[src/rtl/e_nested_link_rx_pkg.sv]
`default_nettype none
// ============================================================================
//  Module      : e_nested_link_rx_pkg
//  Description : Shared types and constants for the inAndOut narrow-link
//                receiver. The link carries one header beat followed by
//                PAY_BEATS payload beats of LINK_W bits each.
//  Revision    : 1.0 - initial release
// ============================================================================
package e_nested_link_rx_pkg;

    localparam int LINK_W    = 6;
    localparam int PAY_BEATS = 3;
    localparam int FRAME_W   = LINK_W * PAY_BEATS;

    typedef logic [LINK_W-1:0] linkBeatT;

    // Header carried in link_data[1:0]
    typedef struct packed {
        logic dest;     // addr_id_top of the target instance
        logic parity;   // XOR-reduce of the 18 payload bits
    } eHeaderSt;

    typedef struct packed {
        logic [1:0] variablec;
        logic [2:0] variablec2;
    } joeSt;

    // joe[1] occupies [9:5], joe[0] occupies [4:0]
    typedef struct packed {
        logic       variablea;
        logic [2:0] variabled;
        logic [3:0] variabled2;
        joeSt [1:0] joe;
    } eNestedSt;

    typedef enum logic [1:0] {
        RX_HDR  = 2'd0,
        RX_PAY  = 2'd1,
        RX_HOLD = 2'd2
    } rxStateT;

endpackage : e_nested_link_rx_pkg
`default_nettype wire

[src/rtl/e_nested_link_rx_if.sv]
`default_nettype none
// ============================================================================
//  Module      : e_nested_link_rx_if
//  Description : Handshake bundle of the link receiver.
//                link_valid/link_data/link_ready : inbound narrow link
//                out_valid/out_data/out_ready    : reassembled frame output
//                master = link transmitter + frame consumer side
//                slave  = receiver side
//  Revision    : 1.0 - initial release
// ============================================================================
interface e_nested_link_rx_if;
    import e_nested_link_rx_pkg::*;

    logic     link_valid;
    linkBeatT link_data;
    logic     link_ready;
    logic     out_valid;
    eNestedSt out_data;
    logic     out_ready;

    modport master (
        output link_valid,
        output link_data,
        input  link_ready,
        input  out_valid,
        input  out_data,
        output out_ready
    );

    modport slave (
        input  link_valid,
        input  link_data,
        output link_ready,
        output out_valid,
        output out_data,
        input  out_ready
    );

endinterface : e_nested_link_rx_if
`default_nettype wire

[src/rtl/e_nested_link_rx_sat_counter.sv]
`default_nettype none
// ============================================================================
//  Module      : sat_counter
//  Description : Saturating up-counter; holds at all-ones.
//                clk, rst_n (sync, active-low), inc (count enable),
//                count (current value)
//  Revision    : 1.0 - initial release
// ============================================================================
module sat_counter #(
    parameter int CNT_W = 8
) (
    input  wire logic             clk,
    input  wire logic             rst_n,
    input  wire logic             inc,
    output logic [CNT_W-1:0]      count
);

    logic [CNT_W-1:0] count_q;
    logic [CNT_W-1:0] count_d;

    always_comb begin
        count_d = count_q;
        if (inc && (count_q != {CNT_W{1'b1}})) begin
            count_d = count_q + 1'b1;
        end
    end

    always_ff @(posedge clk) begin
        if (!rst_n) begin
            count_q <= '0;
        end else begin
            count_q <= count_d;
        end
    end

    assign count = count_q;

endmodule : sat_counter
`default_nettype wire

[src/rtl/e_nested_link_rx.sv]
`default_nettype none
// ============================================================================
//  Module      : e_nested_link_rx
//  Description : Receive end of the inAndOut narrow link. Reassembles one
//                header beat plus three LSB-first payload beats into an
//                eNestedSt, checks parity and destination, and presents
//                good frames on a valid/ready port. Bad frames are dropped
//                and counted.
//                clk, rst_n      : clock, synchronous active-low reset
//                lnk (slave)     : link input and frame output handshakes
//                parity_err      : 1-cycle pulse on a parity-failed frame
//                frame_cnt       : frames delivered (saturating)
//                drop_cnt        : frames dropped (saturating)
//  Revision    : 1.0 - initial release
// ============================================================================
module e_nested_link_rx
    import e_nested_link_rx_pkg::*;
#(
    parameter int INST_ID = 0,
    parameter int CNT_W   = 8
) (
    input  wire logic             clk,
    input  wire logic             rst_n,
    e_nested_link_rx_if.slave     lnk,
    output logic                  parity_err,
    output logic [CNT_W-1:0]      frame_cnt,
    output logic [CNT_W-1:0]      drop_cnt
);

    localparam logic INST_BIT = (INST_ID != 0);

    rxStateT              state_q, state_d;
    logic [1:0]           idx_q, idx_d;
    eHeaderSt             hdr_q, hdr_d;
    logic [FRAME_W-1:0]   asm_q, asm_d;
    logic                 perr_q, perr_d;
    logic                 frame_inc;
    logic                 drop_inc;
    logic                 beat;
    logic [FRAME_W-1:0]   frame_full;
    logic                 parity_ok;
    logic                 dest_ok;

    // Ready depends on state only so the transmitter never sees a
    // combinational path from its own valid.
    assign lnk.link_ready = (state_q != RX_HOLD);
    assign beat           = lnk.link_valid && lnk.link_ready;

    // The frame as it will look once the final beat lands, so it can be
    // judged in the same cycle the last beat is accepted.
    assign frame_full = {lnk.link_data, asm_q[2*LINK_W-1:0]};
    assign parity_ok  = ((^frame_full) == hdr_q.parity);
    assign dest_ok    = (hdr_q.dest == INST_BIT);

    always_comb begin
        state_d   = state_q;
        idx_d     = idx_q;
        hdr_d     = hdr_q;
        asm_d     = asm_q;
        perr_d    = 1'b0;
        frame_inc = 1'b0;
        drop_inc  = 1'b0;

        case (state_q)
            RX_HDR: begin
                if (beat) begin
                    hdr_d   = eHeaderSt'(lnk.link_data[1:0]);
                    idx_d   = 2'd0;
                    state_d = RX_PAY;
                end
            end

            RX_PAY: begin
                if (beat) begin
                    case (idx_q)
                        2'd0:    asm_d[LINK_W-1:0]          = lnk.link_data;
                        2'd1:    asm_d[2*LINK_W-1:LINK_W]   = lnk.link_data;
                        default: asm_d[FRAME_W-1:2*LINK_W]  = lnk.link_data;
                    endcase

                    if (idx_q == 2'(PAY_BEATS - 1)) begin
                        // Parity wins over destination so a doubly-bad
                        // frame is counted exactly once.
                        if (!parity_ok) begin
                            perr_d   = 1'b1;
                            drop_inc = 1'b1;
                            state_d  = RX_HDR;
                        end else if (!dest_ok) begin
                            drop_inc = 1'b1;
                            state_d  = RX_HDR;
                        end else begin
                            frame_inc = 1'b1;
                            state_d   = RX_HOLD;
                        end
                    end else begin
                        idx_d = idx_q + 2'd1;
                    end
                end
            end

            RX_HOLD: begin
                if (lnk.out_ready) begin
                    state_d = RX_HDR;
                end
            end

            default: begin
                state_d = RX_HDR;
            end
        endcase
    end

    always_ff @(posedge clk) begin
        if (!rst_n) begin
            state_q <= RX_HDR;
            idx_q   <= 2'd0;
            hdr_q   <= '0;
            asm_q   <= '0;
            perr_q  <= 1'b0;
        end else begin
            state_q <= state_d;
            idx_q   <= idx_d;
            hdr_q   <= hdr_d;
            asm_q   <= asm_d;
            perr_q  <= perr_d;
        end
    end

    // The assembly register is only rewritten from PAY, so it stays
    // stable for the whole HOLD period.
    assign lnk.out_valid = (state_q == RX_HOLD);
    assign lnk.out_data  = eNestedSt'(asm_q);
    assign parity_err    = perr_q;

    sat_counter #(
        .CNT_W (CNT_W)
    ) u_frame_cnt (
        .clk   (clk),
        .rst_n (rst_n),
        .inc   (frame_inc),
        .count (frame_cnt)
    );

    sat_counter #(
        .CNT_W (CNT_W)
    ) u_drop_cnt (
        .clk   (clk),
        .rst_n (rst_n),
        .inc   (drop_inc),
        .count (drop_cnt)
    );

endmodule : e_nested_link_rx
`default_nettype wire

[src/flat_wrapper.sv]
// flat-port wrapper written by rule: the top's interface ports become plain ports
module e_nested_link_rx_flat import e_nested_link_rx_pkg::*;
#(
    parameter int INST_ID = 0,
    parameter int CNT_W   = 8
)
  (clk, rst_n, parity_err, frame_cnt, drop_cnt, lnk_link_valid, lnk_link_data, lnk_link_ready, lnk_out_valid, lnk_out_data, lnk_out_ready);
  e_nested_link_rx_if lnk_i ();
  input  wire logic clk;
  input  wire logic rst_n;
  output logic parity_err;
  output logic [CNT_W-1:0] frame_cnt;
  output logic [CNT_W-1:0] drop_cnt;
  input wire logic [$bits(lnk_i.link_valid)-1:0] lnk_link_valid;
  input wire logic [$bits(lnk_i.link_data)-1:0] lnk_link_data;
  output wire logic [$bits(lnk_i.link_ready)-1:0] lnk_link_ready;
  output wire logic [$bits(lnk_i.out_valid)-1:0] lnk_out_valid;
  output wire logic [$bits(lnk_i.out_data)-1:0] lnk_out_data;
  input wire logic [$bits(lnk_i.out_ready)-1:0] lnk_out_ready;
  assign lnk_i.link_valid = lnk_link_valid;
  assign lnk_i.link_data = lnk_link_data;
  assign lnk_link_ready = lnk_i.link_ready;
  assign lnk_out_valid = lnk_i.out_valid;
  assign lnk_out_data = lnk_i.out_data;
  assign lnk_i.out_ready = lnk_out_ready;
  e_nested_link_rx #(.INST_ID(INST_ID), .CNT_W(CNT_W)) u_core (.clk(clk), .rst_n(rst_n), .lnk(lnk_i), .parity_err(parity_err), .frame_cnt(frame_cnt), .drop_cnt(drop_cnt));
endmodule
[config.mk]
export PLATFORM = sky130hd
export DESIGN_NAME = e_nested_link_rx_flat
export DESIGN_NICKNAME = d
export VERILOG_FILES = /design/src/rtl/e_nested_link_rx_pkg.sv /design/src/rtl/e_nested_link_rx_if.sv /design/src/rtl/e_nested_link_rx_sat_counter.sv /design/src/rtl/e_nested_link_rx.sv /design/src/flat_wrapper.sv
export SDC_FILE = /design/constraint.sdc
export NUM_CORES = 1
export LEC_CHECK = 0
export ABC_AREA = 1
export BUFFER_PORTS_ARGS = -buffer_cell sky130_fd_sc_hd__buf_4
export CORE_UTILIZATION = 35
export CTS_CLUSTER_DIAMETER = 40
export DETAILED_ROUTE_END_ITERATION = 16
export SLEW_MARGIN = 15
export SYNTH_ARGS = -nofsm -noshare
export SYNTH_HDL_FRONTEND = slang
export SYNTH_SLANG_ARGS = --single-unit
export TNS_END_PERCENT = 20
[constraint.sdc]
create_clock -name clk -period 1.96 [get_ports clk]
set_input_delay 0.196 -clock clk [delete_from_list [all_inputs] [get_ports clk]]
set_output_delay 0.196 -clock clk [all_outputs]
set_load 0.005 [all_outputs]
**Word-level counts from Yosys, hierarchy flattened**

Cells that the tools add are included.

- Register bits after elaboration: 41
- Input bits: 10
- Output and inout bits: 37
- Word-level logic and storage cells: 64

- Add/sub/neg operators: 3
- Equality and inequality tests: 13
- Mux-type cells: 22
- Bitwise operators: 1
- Reductions and logical operators: 15

Operators by type and width:

| kind | count |
|---|---|
| 2-bit 2-to-1 mux | 9 |
| 18-bit XOR reduction | 1 |
| 8-bit by 1-bit adder with 8-bit output, second input constant | 2 |
| 8-bit != test, second input constant | 2 |
| 4-bit AND reduction | 3 |
| 1-bit 2-to-1 mux | 11 |
| 3-bit AND reduction | 3 |
| 2-bit by 1-bit != test with 1-bit output, second input constant | 4 |
| 2-bit one-hot mux with 3 select lines | 1 |
| 2-bit by 1-bit == test with 1-bit output, second input constant | 2 |
| 2-bit == test, second input constant | 2 |
| 2-bit logical NOT | 2 |
| 2-bit != test, second input constant | 2 |
| 2-bit one-hot mux with 2 select lines | 1 |
| 1-bit logical AND | 3 |
| 2-bit by 1-bit adder with 2-bit output, second input constant | 1 |
| 2-bit AND reduction | 1 |
| 2-bit nonzero test | 1 |
| 2-bit OR reduction | 1 |
| 1-bit == test | 1 |
| 1-bit NOT | 1 |

**Depth between registers and ports, before layout**

Gate-level depths: netlist (run 1).

- Depth in word-level cells: 7
- Depth in mapped cells: 16
- Mapped depth without buffers: 16

**Cells and area by module**

A second synthesis (run 1) with hierarchy kept.

- Cell total of the unflattened synthesis: 362
- Area total of the unflattened synthesis: 2338.5 um2

Modules (own cells, without submodules):

| module | instances | cells each | area an instance (um2) | sequential area each (um2) |
|---|---|---|---|---|
| e_nested_link_rx | 1 | 210 | 1345.0 | 500.5 |
| sat_counter | 2 | 76 | 496.7 | 160.2 |

**Worst setup path after synthesis (run 1)**

OpenSTA, ideal clock, no wires.

- Path kind: register to register
- Start: register u_core.u_frame_cnt.count_q[0], in the netlist u_core.u_frame_cnt.count[0]
- End: register u_core.u_frame_cnt.count_q[6], in the netlist u_core.u_frame_cnt.count[6]
- Library setup time: 70 ps
- Arrival: 1586 ps
- Required time: 1890 ps
- Path slack: 304 ps
- Stages on the path, launching flop included: 9
- Path buffers: 0
- Period minus slack after synthesis: 1656 ps
- Path through: dfxtp_1 > ha_1 > nand2_1 > or3b_1 > nor2_1 > nor2_4 > nand4_4 > nand2_1 > a21oi_1

- Word-level cells in the longest chain between the ends: 2
- Elaborated cells on any way between the ends: 3
- Classes of those cells: add/sub: 1; eq/ne: 1; reduce/logical: 1

RTL lines:

| element | line | text |
|---|---|---|
| from (decl) | e_nested_link_rx_sat_counter.sv:18 | `logic [CNT_W-1:0] count_q;` |
| from (signal assigned) | e_nested_link_rx_sat_counter.sv:32 | `count_q <= count_d;` |
| parallel branches: the longest is 2 deep, another holds 8-bit by 1-bit adder with 8-bit output | - |  |

Parallel ways; which one is timed is not known.
A chain may end at the register's enable or synchronous reset.

**Worst setup path in the final report (run 1)**

- Start: register u_core.u_frame_cnt.count_q[0], in the netlist u_core.u_frame_cnt.count[0]
- End: register u_core.u_frame_cnt.count_q[3], in the netlist u_core.u_frame_cnt.count[3]

The elaborated chain is that of the path after synthesis.

==> impl_metrics.ini, run 1 <==
[clocking]
root_buffer = sky130_fd_sc_hd__clkbuf_8
tritoncts_clock_tree = built
cts_made_buffers = 5
worst_setup_hold_path_clk_slew_ps = 70
clock-sinks = 41
cts_buffer_depth = 2
htree_levels = 2
worstSkewPairLatency_ps = 290
hold_buffers = 0

[timing]
report.final.hold_viol_count = 0
final_worst_hold_slack_ps = 194
worst-slew-pin-transition_ps = 542
setup_viol_count_final = 0
timing.final.ws_setup_ps = 195
headroom_to_the_max_slew_limit = 0.638
post_route_clock_skew_ps = 3.58
maxSlewViolCount = 0
finalWorstPathRequiredPeriod_ps = 1770
period_share = 0.901
max_freq_mhz = 567
grt_setup_unrepaired = true

[global_routing]
global_route.usage.total = 0.168
number_of_global_route_vias_before_repair = 1993
grt_antenna_before_repair = 0
grt_pass1_wl_mm = 8.86
grt_start_max_net_pins = 27
grt.overflow.total = 0

[die]
core_area_mm2 = 0.00606
ioPinCount = 47
fp.dieW_um = 82.2
die-height_um = 82.2
initial_utilization = 0.371
floorplan.die_area_mm2 = 0.00675
fp-row-count = 28

[pwr]
sw_frac_of_total = 0.301
seqPwrFrac = 0.485
power_density_mw_per_mm2 = 654
design_power_total_mw = 1.82
power.ir.vdd_worst_uv = 246
combPwrFrac = 0.207
power.net_switching_mw = 0.546
total_leakage_power_nw = 1.29
internal_power_mw = 1.27
pwr-share-clk = 0.309

[logic_synthesis]
post_synth_inst_count = 329
yosys.cell_types.count = 26
syn_area_mm2 = 0.00225
post_syn_nets = 344
post-synth-top-area-cell = sky130_fd_sc_hd__dfxtp_1
synth_top_area_share = 0.365
post_synth_main_area_contributors = sky130_fd_sc_hd__dfxtp_1 (37%), sky130_fd_sc_hd__nand2_1 (15%), sky130_fd_sc_hd__a21oi_1 (7.8%), sky130_fd_sc_hd__inv_1 (6.8%), sky130_fd_sc_hd__o21ai_0 (5.6%)
synth-seq-cells = 41
synth_seq_area_share = 0.365
yosysWarnings = 0
syn_avg_cell_area_um2 = 6.83

[worst_setup_path]
cp.buffers_inverters = 0
crit_path_frequent_cell = sky130_fd_sc_hd__nand2_1
start_kind = register
required_ps = 2180
worst-setup-path-type = reg2reg
worst_ep_arrival_time_ps = 1990
worstSetupPathDepth = 8
timing.critical_path.cells = ha_1, nand2_1, or3b_1, nor2_2, nor2_4, nand4_4, nand2_1, a21oi_1
timing.critical_path.max_delay_family = simple AND/OR/NAND/NOR gates
end_kind = register
reg2reg_slack_ps = 190
r2r_cells = 8
regToRegStartpoint = u_core.u_frame_cnt.count[0]$_SDFFE_PN0P_
slowest_stage = sky130_fd_sc_hd__or3b_1
worst_r2r_endpoint = u_core.u_frame_cnt.count[3]$_SDFFE_PN0P_
cp_slowest_stage_delay_ps = 430
critPathMaxFanout = 9
timing.critical_path.to = u_core.u_frame_cnt.count[3]$_SDFFE_PN0P_
critPathLaunch = u_core.u_frame_cnt.count[0]$_SDFFE_PN0P_

[cells_and_area]
fin_nets = 394
fillers = 645
syn2layout_area_growth_pct = 23.5
final_area_mm2 = 0.00278
antenna-diode-count = 0
layout-drive-gt1-share = 0.174
utilization = 0.458

[status]
run_status = finished, final reports clean

[job]
drv.max_cap_violation_count = 0

[detailed_routing]
dr.first_iter.drc_count = 92
finalWirelength_mm = 5.15
detail_route.vias_per_cell = 4.76
dr.pass1.iters = 4
num_vias = 2160
drt.antenna.violating_nets = 0
detail_route.wl_per_cell_um = 11.4
drc_markers = 0

[place]
placement.io_buffers = 46
dp_slack_ps = 154
placed_cell_area_mm2 = 0.00268
gpl.final_weighted_congestion = 0.776
detailed_place_hpwl_mm = 3.81

[worst_hold_path]
hp-class = in2reg
state kept, by name (all words and copies together) (netlist names):
name	flops
u_core.state_q	2
u_core.u_drop_cnt.count	8
u_core.hdr_q	2
u_core.u_frame_cnt.count	8
u_core.idx_q	2
u_core.lnk.out_data	18
u_core.parity_err	1
final cells by class:
type,instances,area (um2),area share
Clock buffer,7,86.3,0.0311
Inverter,43,161,0.0581
Multi-Input combinational cell,241,1260,0.455
Sequential cell,41,821,0.295
Tap cell,75,93.8,0.0338
Timing Repair Buffer,47,353,0.127
metal layers:
metal,vias up,track usage,share of wire
met5,-,0,0
met4,0,0.0526,0.013
met3,7,0.0352,0.032
met2,30,0.279,0.48
met1,968,0.219,0.48
li1,1155,-,-
through the flow:
stage	std cells	TNS (ps)
global placement	447	0
floorplan	329	0
global route	454	-21.0
detailed placement	447	0
CTS	454	0
finish	454	0
worst register-to-register path, stage by stage, from the launching register on:
cell and delay [ps]:
sky130_fd_sc_hd__dfxtp_1 400, sky130_fd_sc_hd__ha_1 210, sky130_fd_sc_hd__nand2_1 80, sky130_fd_sc_hd__or3b_1 430, sky130_fd_sc_hd__nor2_2 150, sky130_fd_sc_hd__nor2_4 90, sky130_fd_sc_hd__nand4_4 160, sky130_fd_sc_hd__nand2_1 70
sky130_fd_sc_hd__a21oi_1 130
cells in the mapped netlist, drive strengths merged:
| master | n |
|---|---|
| nand2 | 92 |
| inv | 43 |
| dfxtp | 41 |
| a21oi | 35 |
| nor2 | 35 |
| o21ai | 25 |
| nand3 | 24 |
| xor2 | 10 |
| ha | 5 |
| xnor2 | 5 |
| clkbuf | 3 |
| a211oi | 2 |
| nor3 | 2 |
| a31oi | 1 |
| and3 | 1 |
| buf | 1 |
| nand4 | 1 |
| nor4 | 1 |
| o211ai | 1 |
| or3b | 1 |
cell usage in the layout, fill, tap and decap left out, types with 2 or more instances in the layout:
| cell type | instances |
|---|---|
| sky130_fd_sc_hd__nand2_4 | 2 |
| sky130_fd_sc_hd__inv_2 | 2 |
| sky130_fd_sc_hd__nand2_1 | 87 |
| sky130_fd_sc_hd__ha_1 | 5 |
| sky130_fd_sc_hd__dfxtp_1 | 41 |
| sky130_fd_sc_hd__a211oi_1 | 2 |
| sky130_fd_sc_hd__nand3_1 | 23 |
| sky130_fd_sc_hd__inv_1 | 41 |
| sky130_fd_sc_hd__buf_4 | 47 |
| sky130_fd_sc_hd__nor2_1 | 32 |
| sky130_fd_sc_hd__nand2_2 | 2 |
| sky130_fd_sc_hd__nor3_1 | 2 |
| sky130_fd_sc_hd__clkbuf_8 | 6 |
| sky130_fd_sc_hd__a21oi_1 | 35 |
| sky130_fd_sc_hd__xor2_1 | 10 |
| sky130_fd_sc_hd__xnor2_1 | 5 |
| sky130_fd_sc_hd__o21ai_0 | 25 |
timing repair:
item | in CTS | in global routing
setup endpoints to repair | 0 | 5
gates resized for setup | 0 | 2
hold endpoints to repair | 0 | 0
buffers inserted | 0 | 0
power by group through the flow:
stage          sequential (mW)  clock, mW  combinational (mW)
2_1_floorplan            0.898          0               0.268
3_3_place_gp             0.900          0               0.364
3_5_place_dp             0.901          0               0.371
4_1_cts                  0.881      0.576               0.372
5_1_grt                  0.885      0.608               0.427
6_report                 0.881      0.561               0.375
worst min path at each step:
stage	from	end	cells past startpoint	slack (ps)
after floorplan	lnk_link_data[4]	u_core.lnk.out_data[16]$_SDFFE_PN0P_	2	330
after global placement	u_core.lnk.out_data[5]$_SDFFE_PN0P_	u_core.lnk.out_data[5]$_SDFFE_PN0P_	2	480
after detailed placement	u_core.lnk.out_data[5]$_SDFFE_PN0P_	u_core.lnk.out_data[5]$_SDFFE_PN0P_	2	480
after CTS	lnk_link_data[5]	u_core.lnk.out_data[17]$_SDFFE_PN0P_	3	190
after global routing	lnk_link_data[5]	u_core.lnk.out_data[17]$_SDFFE_PN0P_	3	210
final	lnk_link_data[5]	u_core.lnk.out_data[17]$_SDFFE_PN0P_	3	190
logic make-up after synthesis:
logic type	Yosys count	share of synthesized area
AND/OR/NAND/NOR	157	0.317
AO/OA/AOI/OAI	64	0.153
buffers and inverters	47	0.0785
flip-flops	41	0.365
XOR/XNOR	15	0.0584
adder cells (fa/ha/maj)	5	0.0278
(Power assumes the default switching activity.)
==> inputs of run 2 (changes only) <==
--- a/config.mk
+++ b/config.mk
@@ -5,7 +5,6 @@
 export SDC_FILE = /design/constraint.sdc
 export NUM_CORES = 1
 export LEC_CHECK = 0
-export ABC_AREA = 1
 export BUFFER_PORTS_ARGS = -buffer_cell sky130_fd_sc_hd__buf_4
 export CORE_UTILIZATION = 35
 export CTS_CLUSTER_DIAMETER = 40
==> run 2 against run 1 <==
The flow now finishes with violations (setup timing). Via count decreased by 12%. Area after synthesis decreased by 12%. Cell count decreased by 15%. Largest cell class unchanged. Largest power group unchanged.
==> impl_metrics.ini, run 2 <==
[worst_hold_path]
hp-class = in2reg
hold_path_depth = 3

[worst_setup_path]
r2r_cells = 7
critPathMaxFanout = 4
worst_ep_arrival_time_ps = 2480
worst-setup-path-type = reg2reg
end_kind = register
required_ps = 2180
start_kind = register

[clocking]
hold_buffers = 0
htree_levels = 2
cts_buffer_depth = 2
worstSkewPairLatency_ps = 300
root_buffer = sky130_fd_sc_hd__clkbuf_8
worst_setup_hold_path_clk_slew_ps = 80
cts_made_buffers = 5
tritoncts_clock_tree = built
clock-sinks = 41

[global_routing]
number_of_global_route_vias_before_repair = 1678
global_route.usage.total = 0.167
grt_pass1_wl_mm = 7.94
grt_start_max_net_pins = 35
grt.overflow.total = 0
grt_antenna_before_repair = 0

[die]
die-height_um = 77.3
fp-row-count = 27
core_area_mm2 = 0.00547
initial_utilization = 0.363
ioPinCount = 47
fp.dieW_um = 77.3
floorplan.die_area_mm2 = 0.00597

[cells_and_area]
final_cell_count_no_fill = 385
final_area_mm2 = 0.00284
sequential_cell_area_um2 = 827
syn2layout_area_growth_pct = 43.2
antenna-diode-count = 0
multi_input_area_mm2 = 0.00114
most_common_cell_after_layout_fill_and_taps_aside = sky130_fd_sc_hd__buf_4
fillers = 545
fin_nets = 327
largest_reg_flops = 18
commonest_cells_after_routing_fill_and_taps_aside = sky130_fd_sc_hd__buf_4 (81), sky130_fd_sc_hd__dfxtp_1 (36), sky130_fd_sc_hd__nand2_1 (29)
layout-drive-gt1-share = 0.332

[logic_synthesis]
synthSimpleGateAreaFrac = 0.236
synth-edff-count = 0
post_synth_main_area_contributors = sky130_fd_sc_hd__dfxtp_1 (41%), sky130_fd_sc_hd__a21oi_1 (6.8%), sky130_fd_sc_hd__mux2i_1 (6.6%), sky130_fd_sc_hd__nand3_1 (6.1%), sky130_fd_sc_hd__nand2_1 (5.5%)
yosys.area_share.adder = 0.0315
syn_area_mm2 = 0.00198
yosysWarnings = 0
synth-xor-area-share = 0.0870
most_frequent_cell_after_synthesis = sky130_fd_sc_hd__dfxtp_1
post_synth_inst_count = 233
syn_avg_cell_area_um2 = 8.52
synth_top_area_share = 0.414
synth_seq_area_share = 0.414
yosys.cell_types.count = 30
synth-compound-area-share = 0.125
post-synth-top-area-cell = sky130_fd_sc_hd__dfxtp_1
post_syn_nets = 248
post_synth_mux_area_share = 0.0731
synth-main-ff-cell = sky130_fd_sc_hd__dfxtp_1
synth_top_family_by_area = simple AND/OR/NAND/NOR gates
synth-seq-cells = 41
synth_async_sr_flop_share = 0
synth.top_cells.by_count = sky130_fd_sc_hd__dfxtp_1 (41), sky130_fd_sc_hd__nand2_1 (29), sky130_fd_sc_hd__a21oi_1 (27)

[timing]
grt_setup_unrepaired = true
period_share = 1.15
maxSlewViolCount = 0
finalWorstPathRequiredPeriod_ps = 2260
setup_viol_count_final = 17
post_route_clock_skew_ps = 11.3
worst-slew-pin-transition_ps = 543
report.final.hold_viol_count = 0
max_freq_mhz = 443
headroom_to_the_max_slew_limit = 0.631
final_worst_hold_slack_ps = 199
timing.final.ws_setup_ps = -295

[pwr]
design_power_total_mw = 1.99
total_leakage_power_nw = 1.22
power.ir.vdd_worst_uv = 319
power_density_mw_per_mm2 = 702

[place]
place.detailed.instances = 373
gpl.final_weighted_congestion = 0.812
placed_cell_area_mm2 = 0.00264
dp_slack_ps = -329
placement.io_buffers = 46
detailed_place_hpwl_mm = 3.50

[detailed_routing]
dr.pass1.iters = 4
drc_markers = 0
met1Wirelength_mm = 2.33
dr.first_iter.drc_count = 114
met3_wirelength_um = 207
highest_layer = met4
detailroute.wirelength.met2_mm = 2.29
finalWirelength_mm = 4.90
drt.antenna.violating_nets = 0
detail_route.wl_per_cell_um = 12.7
detail_route.vias_per_cell = 4.93
num_vias = 1897

[status]
violations = setup timing
run_status = finished with violations

[job]
drv.max_cap_violation_count = 0
## run 2: cell count changes in the layout (fill, tap and decap cells not counted), moves of 5 or more
cell | previous run | this run
sky130_fd_sc_hd__o31ai_1 | 0 | 8
sky130_fd_sc_hd__dfxtp_2 | 0 | 5
sky130_fd_sc_hd__inv_1 | 41 | 4
sky130_fd_sc_hd__dfxtp_1 | 41 | 36
sky130_fd_sc_hd__xnor2_1 | 5 | 11
sky130_fd_sc_hd__nand2_1 | 87 | 29
sky130_fd_sc_hd__nand2b_1 | 0 | 7
sky130_fd_sc_hd__nor2_1 | 32 | 15
sky130_fd_sc_hd__a21oi_1 | 35 | 27
sky130_fd_sc_hd__buf_4 | 47 | 81
sky130_fd_sc_hd__or4_1 | 0 | 7
sky130_fd_sc_hd__o21ai_0 | 25 | 5
sky130_fd_sc_hd__xor2_1 | 10 | 0
sky130_fd_sc_hd__mux2i_1 | 0 | 12
## run 2: final cells by class
cell class / instances / area share
inverters: 5 / 0.00661
repair buffers: 84 / 0.227
flip-flops and latches: 41 / 0.291
clock buffers: 7 / 0.0304
well taps: 72 / 0.0317
multi-input cells: 175 / 0.403
clock inverters: 1 / 0.0106
## run 2: logic make-up (layout without fill, tap and decap cells)
family / after synthesis / in the layout
DFF: 41 / 41
and+or+nand+nor: 97 / 97
AOI/OAI and AO/OA: 44 / 44
muxes: 14 / 14
buffers and inverters: 17 / 97
xor gates and xnor gates: 15 / 15
adders and majority gates: 5 / 5
## run 2: critical path: stages (launching register included)
cell,delay (ps)
sky130_fd_sc_hd__dfxtp_2,330
sky130_fd_sc_hd__xnor3_1,330
sky130_fd_sc_hd__xnor3_1,210
sky130_fd_sc_hd__xnor3_2,300
sky130_fd_sc_hd__mux2_4,360
sky130_fd_sc_hd__buf_12,140
sky130_fd_sc_hd__or4_1,390
sky130_fd_sc_hd__a21oi_1,120
## run 2: timing repair
action	in CTS	in global routing
setup buffers	0	4
pin swaps	0	4
cloned	0	0
gates resized for setup	2	7
endpoints found under the setup margin	17	17
## run 2: through the flow
step                      utilization  TNS (ps)
after floorplan                     -      -897
after global placement          0.482     -3430
after detailed placement        0.482     -3860
after CTS                       0.505     -2710
after global routing            0.519     -5160
final                           0.519     -3470
## run 2: power by group
group	internal [mW]	switching [mW]
Combinational	0.224	0.206
Clock	0.416	0.296
Sequential	0.845	0.00780
## run 2: worst paths after layout
check	slack, ps	from	end
hold reg to reg	490	u_core.u_drop_cnt.count[6]$_SDFFE_PN0P_	u_core.u_drop_cnt.count[6]$_SDFFE_PN0P_
hold / removal	200	rst_n	u_core.u_drop_cnt.count[7]$_SDFFE_PN0P_
setup reg to reg	-300	u_core.lnk.out_data[0]$_SDFFE_PN0P_	u_core.u_drop_cnt.count[4]$_SDFFE_PN0P_
setup / recovery	-300	u_core.lnk.out_data[0]$_SDFFE_PN0P_	u_core.u_drop_cnt.count[4]$_SDFFE_PN0P_
## run 2: routing by layer
metal  vias to the layer above  track usage
met5                         -            0
met4                         0       0.0679
met3                         8       0.0262
met2                        47        0.280
met1                       866        0.213
li1                        976            -
